`src/rtl/alu_regfile_pipe.sv`:
```
// Two-stage register/immediate ALU with register file, operand bypass from the
// execute stage and a valid/ready backpressured register-read output port.
module alu_regfile_pipe #(
    parameter int  DATA_WIDTH  = 16,
    parameter int  REG_COUNT   = 16,
    localparam int ADDR_WIDTH  = $clog2(REG_COUNT),
    localparam int SHAMT_WIDTH = $clog2(DATA_WIDTH)
) (
    input  logic                  clk,
    input  logic                  reset,
    input  logic                  in_valid,
    output logic                  in_ready,
    input  logic [3:0]            in_op,
    input  logic [ADDR_WIDTH-1:0] in_rd,
    input  logic [ADDR_WIDTH-1:0] in_rs1,
    input  logic [ADDR_WIDTH-1:0] in_rs2,
    input  logic [DATA_WIDTH-1:0] in_imm,
    output logic                  out_valid,
    input  logic                  out_ready,
    output logic [DATA_WIDTH-1:0] out_data,
    output logic [3:0]            alu_flags
);

    typedef enum logic [3:0] {
        OP_NOP  = 4'd0,
        OP_ADD  = 4'd1,
        OP_SUB  = 4'd2,
        OP_AND  = 4'd3,
        OP_OR   = 4'd4,
        OP_XOR  = 4'd5,
        OP_SHL  = 4'd6,
        OP_SHR  = 4'd7,
        OP_MOV  = 4'd8,
        OP_LDI  = 4'd9,
        OP_RD   = 4'd10,
        OP_ADDI = 4'd11
    } opcode_e;

    localparam int MSB = DATA_WIDTH - 1;

    logic [DATA_WIDTH-1:0] rf_q [REG_COUNT];

    logic                  exValid_q, exValid_d;
    logic [3:0]            exOp_q, exOp_d;
    logic [ADDR_WIDTH-1:0] exRd_q, exRd_d;
    logic [DATA_WIDTH-1:0] exA_q, exA_d;
    logic [DATA_WIDTH-1:0] exB_q, exB_d;
    logic                  outValid_q, outValid_d;
    logic [DATA_WIDTH-1:0] outData_q, outData_d;
    logic [3:0]            flags_q, flags_d;

    logic [DATA_WIDTH:0]    addWide, subWide, shlWide, shrWide;
    logic [SHAMT_WIDTH-1:0] shamt;
    logic [DATA_WIDTH-1:0]  exResult;
    logic                   exCarry, exOverflow, exWrites, exSetsFlags;
    logic                   exWriteEn, outFree, rdCompletes, exCompletes, accept;
    logic                   immSel;
    logic [DATA_WIDTH-1:0]  opA, opB;

    // Widened adders/shifters expose the carry and the last bit shifted out.
    assign shamt   = exB_q[SHAMT_WIDTH-1:0];
    assign addWide = {1'b0, exA_q} + {1'b0, exB_q};
    assign subWide = {1'b0, exA_q} + {1'b0, ~exB_q} + (DATA_WIDTH+1)'(1);
    assign shlWide = {1'b0, exA_q} << shamt;
    assign shrWide = {exA_q, 1'b0} >> shamt;

    always_comb begin
        exResult    = '0;
        exCarry     = 1'b0;
        exOverflow  = 1'b0;
        exWrites    = 1'b0;
        exSetsFlags = 1'b0;
        case (exOp_q)
            OP_ADD, OP_ADDI: begin
                exResult    = addWide[DATA_WIDTH-1:0];
                exCarry     = addWide[DATA_WIDTH];
                exOverflow  = (exA_q[MSB] == exB_q[MSB]) && (exResult[MSB] != exA_q[MSB]);
                exWrites    = 1'b1;
                exSetsFlags = 1'b1;
            end
            OP_SUB: begin
                exResult    = subWide[DATA_WIDTH-1:0];
                exCarry     = subWide[DATA_WIDTH];
                exOverflow  = (exA_q[MSB] != exB_q[MSB]) && (exResult[MSB] != exA_q[MSB]);
                exWrites    = 1'b1;
                exSetsFlags = 1'b1;
            end
            OP_AND: begin
                exResult    = exA_q & exB_q;
                exWrites    = 1'b1;
                exSetsFlags = 1'b1;
            end
            OP_OR: begin
                exResult    = exA_q | exB_q;
                exWrites    = 1'b1;
                exSetsFlags = 1'b1;
            end
            OP_XOR: begin
                exResult    = exA_q ^ exB_q;
                exWrites    = 1'b1;
                exSetsFlags = 1'b1;
            end
            OP_SHL: begin
                exResult    = shlWide[DATA_WIDTH-1:0];
                exCarry     = shlWide[DATA_WIDTH];
                exWrites    = 1'b1;
                exSetsFlags = 1'b1;
            end
            OP_SHR: begin
                exResult    = shrWide[DATA_WIDTH:1];
                exCarry     = shrWide[0];
                exWrites    = 1'b1;
                exSetsFlags = 1'b1;
            end
            OP_MOV: begin
                exResult = exA_q;
                exWrites = 1'b1;
            end
            OP_LDI: begin
                exResult = exB_q;
                exWrites = 1'b1;
            end
            default: begin
            end
        endcase
    end

    // Only RD can stall: it needs a free output slot to complete.
    assign exWriteEn   = exValid_q && exWrites;
    assign outFree     = !outValid_q || out_ready;
    assign rdCompletes = exValid_q && (exOp_q == OP_RD) && outFree;
    assign exCompletes = exValid_q && ((exOp_q != OP_RD) || outFree);
    assign in_ready    = reset && (!exValid_q || exCompletes);
    assign accept      = in_valid && in_ready;

    assign immSel = (in_op == OP_LDI) || (in_op == OP_ADDI);
    assign opA    = (exWriteEn && (exRd_q == in_rs1)) ? exResult : rf_q[in_rs1];
    assign opB    = immSel ? in_imm :
                    ((exWriteEn && (exRd_q == in_rs2)) ? exResult : rf_q[in_rs2]);

    always_comb begin
        exValid_d  = exValid_q;
        exOp_d     = exOp_q;
        exRd_d     = exRd_q;
        exA_d      = exA_q;
        exB_d      = exB_q;
        outValid_d = outValid_q;
        outData_d  = outData_q;
        flags_d    = flags_q;

        if (accept) begin
            exValid_d = 1'b1;
            exOp_d    = in_op;
            exRd_d    = in_rd;
            exA_d     = opA;
            exB_d     = opB;
        end else if (exCompletes) begin
            exValid_d = 1'b0;
        end

        if (rdCompletes) begin
            outValid_d = 1'b1;
            outData_d  = exA_q;
        end else if (out_ready) begin
            outValid_d = 1'b0;
        end

        if (exWriteEn && exSetsFlags) begin
            flags_d = {(exResult == '0), exResult[MSB], exCarry, exOverflow};
        end
    end

    always_ff @(posedge clk) begin
        if (!reset) begin
            exValid_q  <= 1'b0;
            exOp_q     <= '0;
            exRd_q     <= '0;
            exA_q      <= '0;
            exB_q      <= '0;
            outValid_q <= 1'b0;
            outData_q  <= '0;
            flags_q    <= '0;
            for (int i = 0; i < REG_COUNT; i++) begin
                rf_q[i] <= '0;
            end
        end else begin
            exValid_q  <= exValid_d;
            exOp_q     <= exOp_d;
            exRd_q     <= exRd_d;
            exA_q      <= exA_d;
            exB_q      <= exB_d;
            outValid_q <= outValid_d;
            outData_q  <= outData_d;
            flags_q    <= flags_d;
            if (exWriteEn) begin
                rf_q[exRd_q] <= exResult;
            end
        end
    end

    assign out_valid = outValid_q;
    assign out_data  = outData_q;
    assign alu_flags = flags_q;

endmodule

```
`config.mk`:
```
export PLATFORM = sky130hd
export DESIGN_NAME = alu_regfile_pipe
export DESIGN_NICKNAME = d
export VERILOG_FILES = /design/src/rtl/alu_regfile_pipe.sv
export SDC_FILE = /design/constraint.sdc
export NUM_CORES = 1
export LEC_CHECK = 0
export ABC_AREA = 1
export CAP_MARGIN = 30
export CORE_MARGIN = 2
export CORE_UTILIZATION = 30
export CTS_CLUSTER_DIAMETER = 200
export DETAILED_ROUTE_END_ITERATION = 8
export HOLD_SLACK_MARGIN = 0.03
export MAX_ROUTING_LAYER = met4
export SLEW_MARGIN = 5
export SYNTH_ARGS = -nofsm -noshare
export SYNTH_HDL_FRONTEND = slang
export SYNTH_SLANG_ARGS = --single-unit
```
`constraint.sdc`:
```
create_clock -name clk -period 3.6 [get_ports clk]
set_input_delay 0.72 -clock clk [delete_from_list [all_inputs] [get_ports clk]]
set_output_delay 0.72 -clock clk [all_outputs]
set_load 0.05 [all_outputs]
```
==> summary.md <==
| Metric | Value |
|---|---|
| Via count | `21,000` |
| Top cells by area, synth | `edfxtp_1, nand2_1, o21ai_0, inv_1, a21oi_1` |
| CTS H-tree lvls | `2` |
| Status | `completed` |
| Final Hold Vio Count | `0` |
| Initial DRC Count | `2,690` |
| XOR/XNOR Fraction of Synth Area | `0.327%` |
| Final TNS setup | `0 ns` |
| Hpwl dp | `59,600 um` |
| Reg2Reg Setup Slack | `0.37 ns` |
| FILL cells | `7,450` |
| LEAKAGE | `10.8 nW` |
| Via density | `5.30` |
| Combinational family with the most area after synthesis | `simple AND/OR/NAND/NOR gates` |
| Worst-path cell chain | `inv_1 -> ha_1 -> nor2_1 -> and2_1 -> nand3_1 -> nand2_1 -> nand2_1 -> nand2_1 -> nand2_1 -> nand2_1 -> nor2_1 -> nor2_2 -> buf_4 -> o21ai_0 -> o21ai_0 -> a21oi_1` |
| Syn_nets | `3,043` |
| Worst min-delay path category | `reg -> reg` |
| Antenna violations before repair | `0` |
| Commonest non-fill, non-tap cell in the layout | `nand2_1` |
| Peak supply drop | `0.406 mV` |
| Total routed wirelength | `81,500 um` |
| Worst hold slack | `0.490 ns` |
| Pins over their slew limit | `0` |
| Predominant post-synthesis flop cell | `edfxtp_1` |
| P&R area growth vs syn | `15.4%` |
| Tcrit/Tclk final | `89.8%` |
| Post-synth ARST share | `0%` |
| Most frequent cells in the layout | `nand2_1, inv_1, o21ai_0` |
| # port buffers | `57` |
| Power per standard cell area | `408 mW/mm^2` |
| Placed Instance Area | `0.0235 mm^2` |
| Nets | `3,086` |
| Hold Buf Count CTS | `0` |
| Psw | `0.00317 W` |
| Post-CTS Resized | `0` |
| Pin count of the biggest net entering global routing | `81` |
| Sw frac | `31.4%` |
| Worst-Margin Slew | `1.09 ns` |
| Remaining DRCs | `0` |
| Clock group share of total power | `38.4%` |
| CTS clk-pin slew, worst paths | `0.07 ns` |
| Worst setup SP type | `flop` |
| Worst Path Max Fanout | `18` |
| Synthesized cell area | `0.0214 mm^2` |
| Synth top area share | `35.9%` |
| Multi-input gate area | `0.0102 mm^2` |
| Die ar. | `0.0736 mm^2` |
| Layout cell share with drive strength beyond 1 | `9.35%` |
| Mean Syn Cell Area | `7.25 um^2` |
| Post-synth top area cell | `edfxtp_1` |
| Synth Register Bits | `318` |
| Worst setup EP type | `flop` |
| Skew final | `0.0207 ns` |
| Core outline area | `0.0704 mm^2` |
| TritonCTS clock tree | `built` |
| Initial Utilization | `30.4%` |
| Flip-flop and latch area | `0.00893 mm^2` |
| First-pass GRT wire length | `123,000 um` |
| Gp weighted congestion | `1.03` |
| Clk sinks | `318` |
| DR pass1 iterations | `6` |
| Internal power | `0.00692 W` |
| Synthesized instance count | `2,956` |
| Num ports | `58` |
| Crit path max-delay cell type | `dfxtp_1` |
| GR Util All Layers | `22.4%` |
| Unrepaired setup endpoints after global routing | `no` |
| Seq/Total Area, Yosys | `41.7%` |
| Setup CP Type | `reg -> reg` |
| Compound-Gate Fraction of Synth Area | `19.0%` |
| Per-cell routed wire length | `20.5 um` |
| Post-CTS Repair Setup Buffers | `0` |
| DIE HEIGHT | `271 um` |
| Yosys warnings | `0` |
| CTS Buf Count | `37` |
| Flop pwr share | `41.4%` |
| Number of synthesized flops with an enable pin | `256` |
| Simple-Gate Fraction of Synth Area | `25.1%` |
| Proportion of synthesized area in mux cells | `0%` |
| Slew margin rel. | `26.9%` |
| Yosys cell types | `47` |
| Slowest cell delay on critical path | `0.46 ns` |
| Final-report setup violation count | `0` |
| # rows | `97` |
| Chip Width | `271 um` |
| CP dominant cell by count | `nand2_1` |
| Worst skew pair latency | `0.55 ns` |
| GRT overflow | `0` |
| Final Util | `35.1%` |
| Critical Path RT | `4.02 ns` |
| Synthesized-area fraction occupied by adder cells | `3.05%` |
| Max Freq | `0.309 GHz` |
| CTS root buf | `clkbuf_16` |
| CP top delay family | `simple AND/OR/NAND/NOR gates` |
| Antenna cells | `0` |
| Antenna viol nets, final | `0` |
| Minimum clock period | `3.23 ns` |
| Vias in the first global route | `19,500` |
| Critical path buffer and inverter count | `2` |
| MaxCap Viol Count | `0` |
| Combinational power share | `20.2%` |
| Critical Path AT | `3.65 ns` |
| Design area | `0.0247 mm^2` |
| Clk buf depth | `3` |
## power by group through the flow
stage / Clock [W] / Sequential (W) / Combinational, W
after global routing: 0.00406 / 0.00420 / 0.00221
final: 0.00387 / 0.00418 / 0.00204
after floorplan: 0 / 0.00424 / 0.00123
after CTS: 0.00391 / 0.00418 / 0.00200
after detailed placement: 0 / 0.00426 / 0.00200
after global placement: 0 / 0.00425 / 0.00200
## final timing paths
check / startpoint / end / cells after the start
max: exB_q[5]$_SDFFE_PN0P_ / exB_q[11]$_SDFFE_PN0P_ / 16
min: exB_q[10]$_SDFFE_PN0P_ / exB_q[10]$_SDFFE_PN0P_ / 2
max reg2reg: exB_q[5]$_SDFFE_PN0P_ / exB_q[11]$_SDFFE_PN0P_ / 16
min reg2reg: exB_q[10]$_SDFFE_PN0P_ / exB_q[10]$_SDFFE_PN0P_ / 2
## cell type report
| cell class | instances | share of cell area, % |
|---|---|---|
| Inverter | 413 | 6.29 |
| Sequential cell | 318 | 36.1 |
| Multi-Input combinational cell | 2041 | 41.1 |
| Clock inverter | 22 | 0.956 |
| Timing Repair Buffer | 188 | 6.86 |
| Tap cell | 940 | 4.75 |
| Clock buffer | 45 | 3.95 |
## sequential cells by signal (all words and copies together), names as in the netlist
register and count:
rf_q 256, exA_q 16, exB_q 16, out_data 16, alu_flags 4, exOp_q 4, exRd_q 4, exValid_q 1
out_valid 1
## cells in the mapped netlist (7+ instances only)
| library cell | number |
|---|---|
| dfxtp_1 | 62 |
| o21ai_0 | 329 |
| nand2_2 | 7 |
| o21ai_1 | 11 |
| inv_2 | 31 |
| ha_1 | 49 |
| o221ai_1 | 18 |
| and2_1 | 9 |
| nor3_1 | 10 |
| nand4_1 | 20 |
| buf_2 | 48 |
| nor2_1 | 298 |
| nor2_4 | 18 |
| nor2_2 | 12 |
| o211ai_1 | 105 |
| edfxtp_1 | 256 |
| inv_1 | 379 |
| o22ai_1 | 12 |
| buf_1 | 10 |
| a21oi_1 | 248 |
| clkbuf_1 | 120 |
| nand2_1 | 613 |
| nand3_1 | 238 |
## tightest hold or removal path: cells and delay by family, from the launching register on
family	cells	cell delay, ns
AOI/OAI and AO/OA	1	0.05
DFF	1	0.32
and+or+nand+nor	1	0.06
## kinds of logic after synthesis
kind of cell | Yosys count
AND/OR/NAND/NOR | 1245
buffers and inverters | 597
flip-flops | 318
AO/OA/AOI/OAI | 737
adder cells (fa/ha/maj) | 51
XOR/XNOR | 8
## metal layers
metal  routed length [um]  share of wire (%)  track usage (%)
met5                    0                  0                -
met4                 3340                4.1             8.65
met3                 6590                8.1             2.77
met2                36400                 45             34.1
met1                35200                 43             30.2
## through the flow
stage | std cells | power, W | worst slack (ns)
floorplan | 2956 | 0.00548 | 0.855
global placement | 3899 | 0.00626 | 0.269
finish | 3967 | 0.0101 | 0.367
detailed placement | 3900 | 0.00625 | 0.282
global route | 3967 | 0.0105 | 0.0837
CTS | 3967 | 0.0101 | 0.267
(Power assumes the default switching activity.)
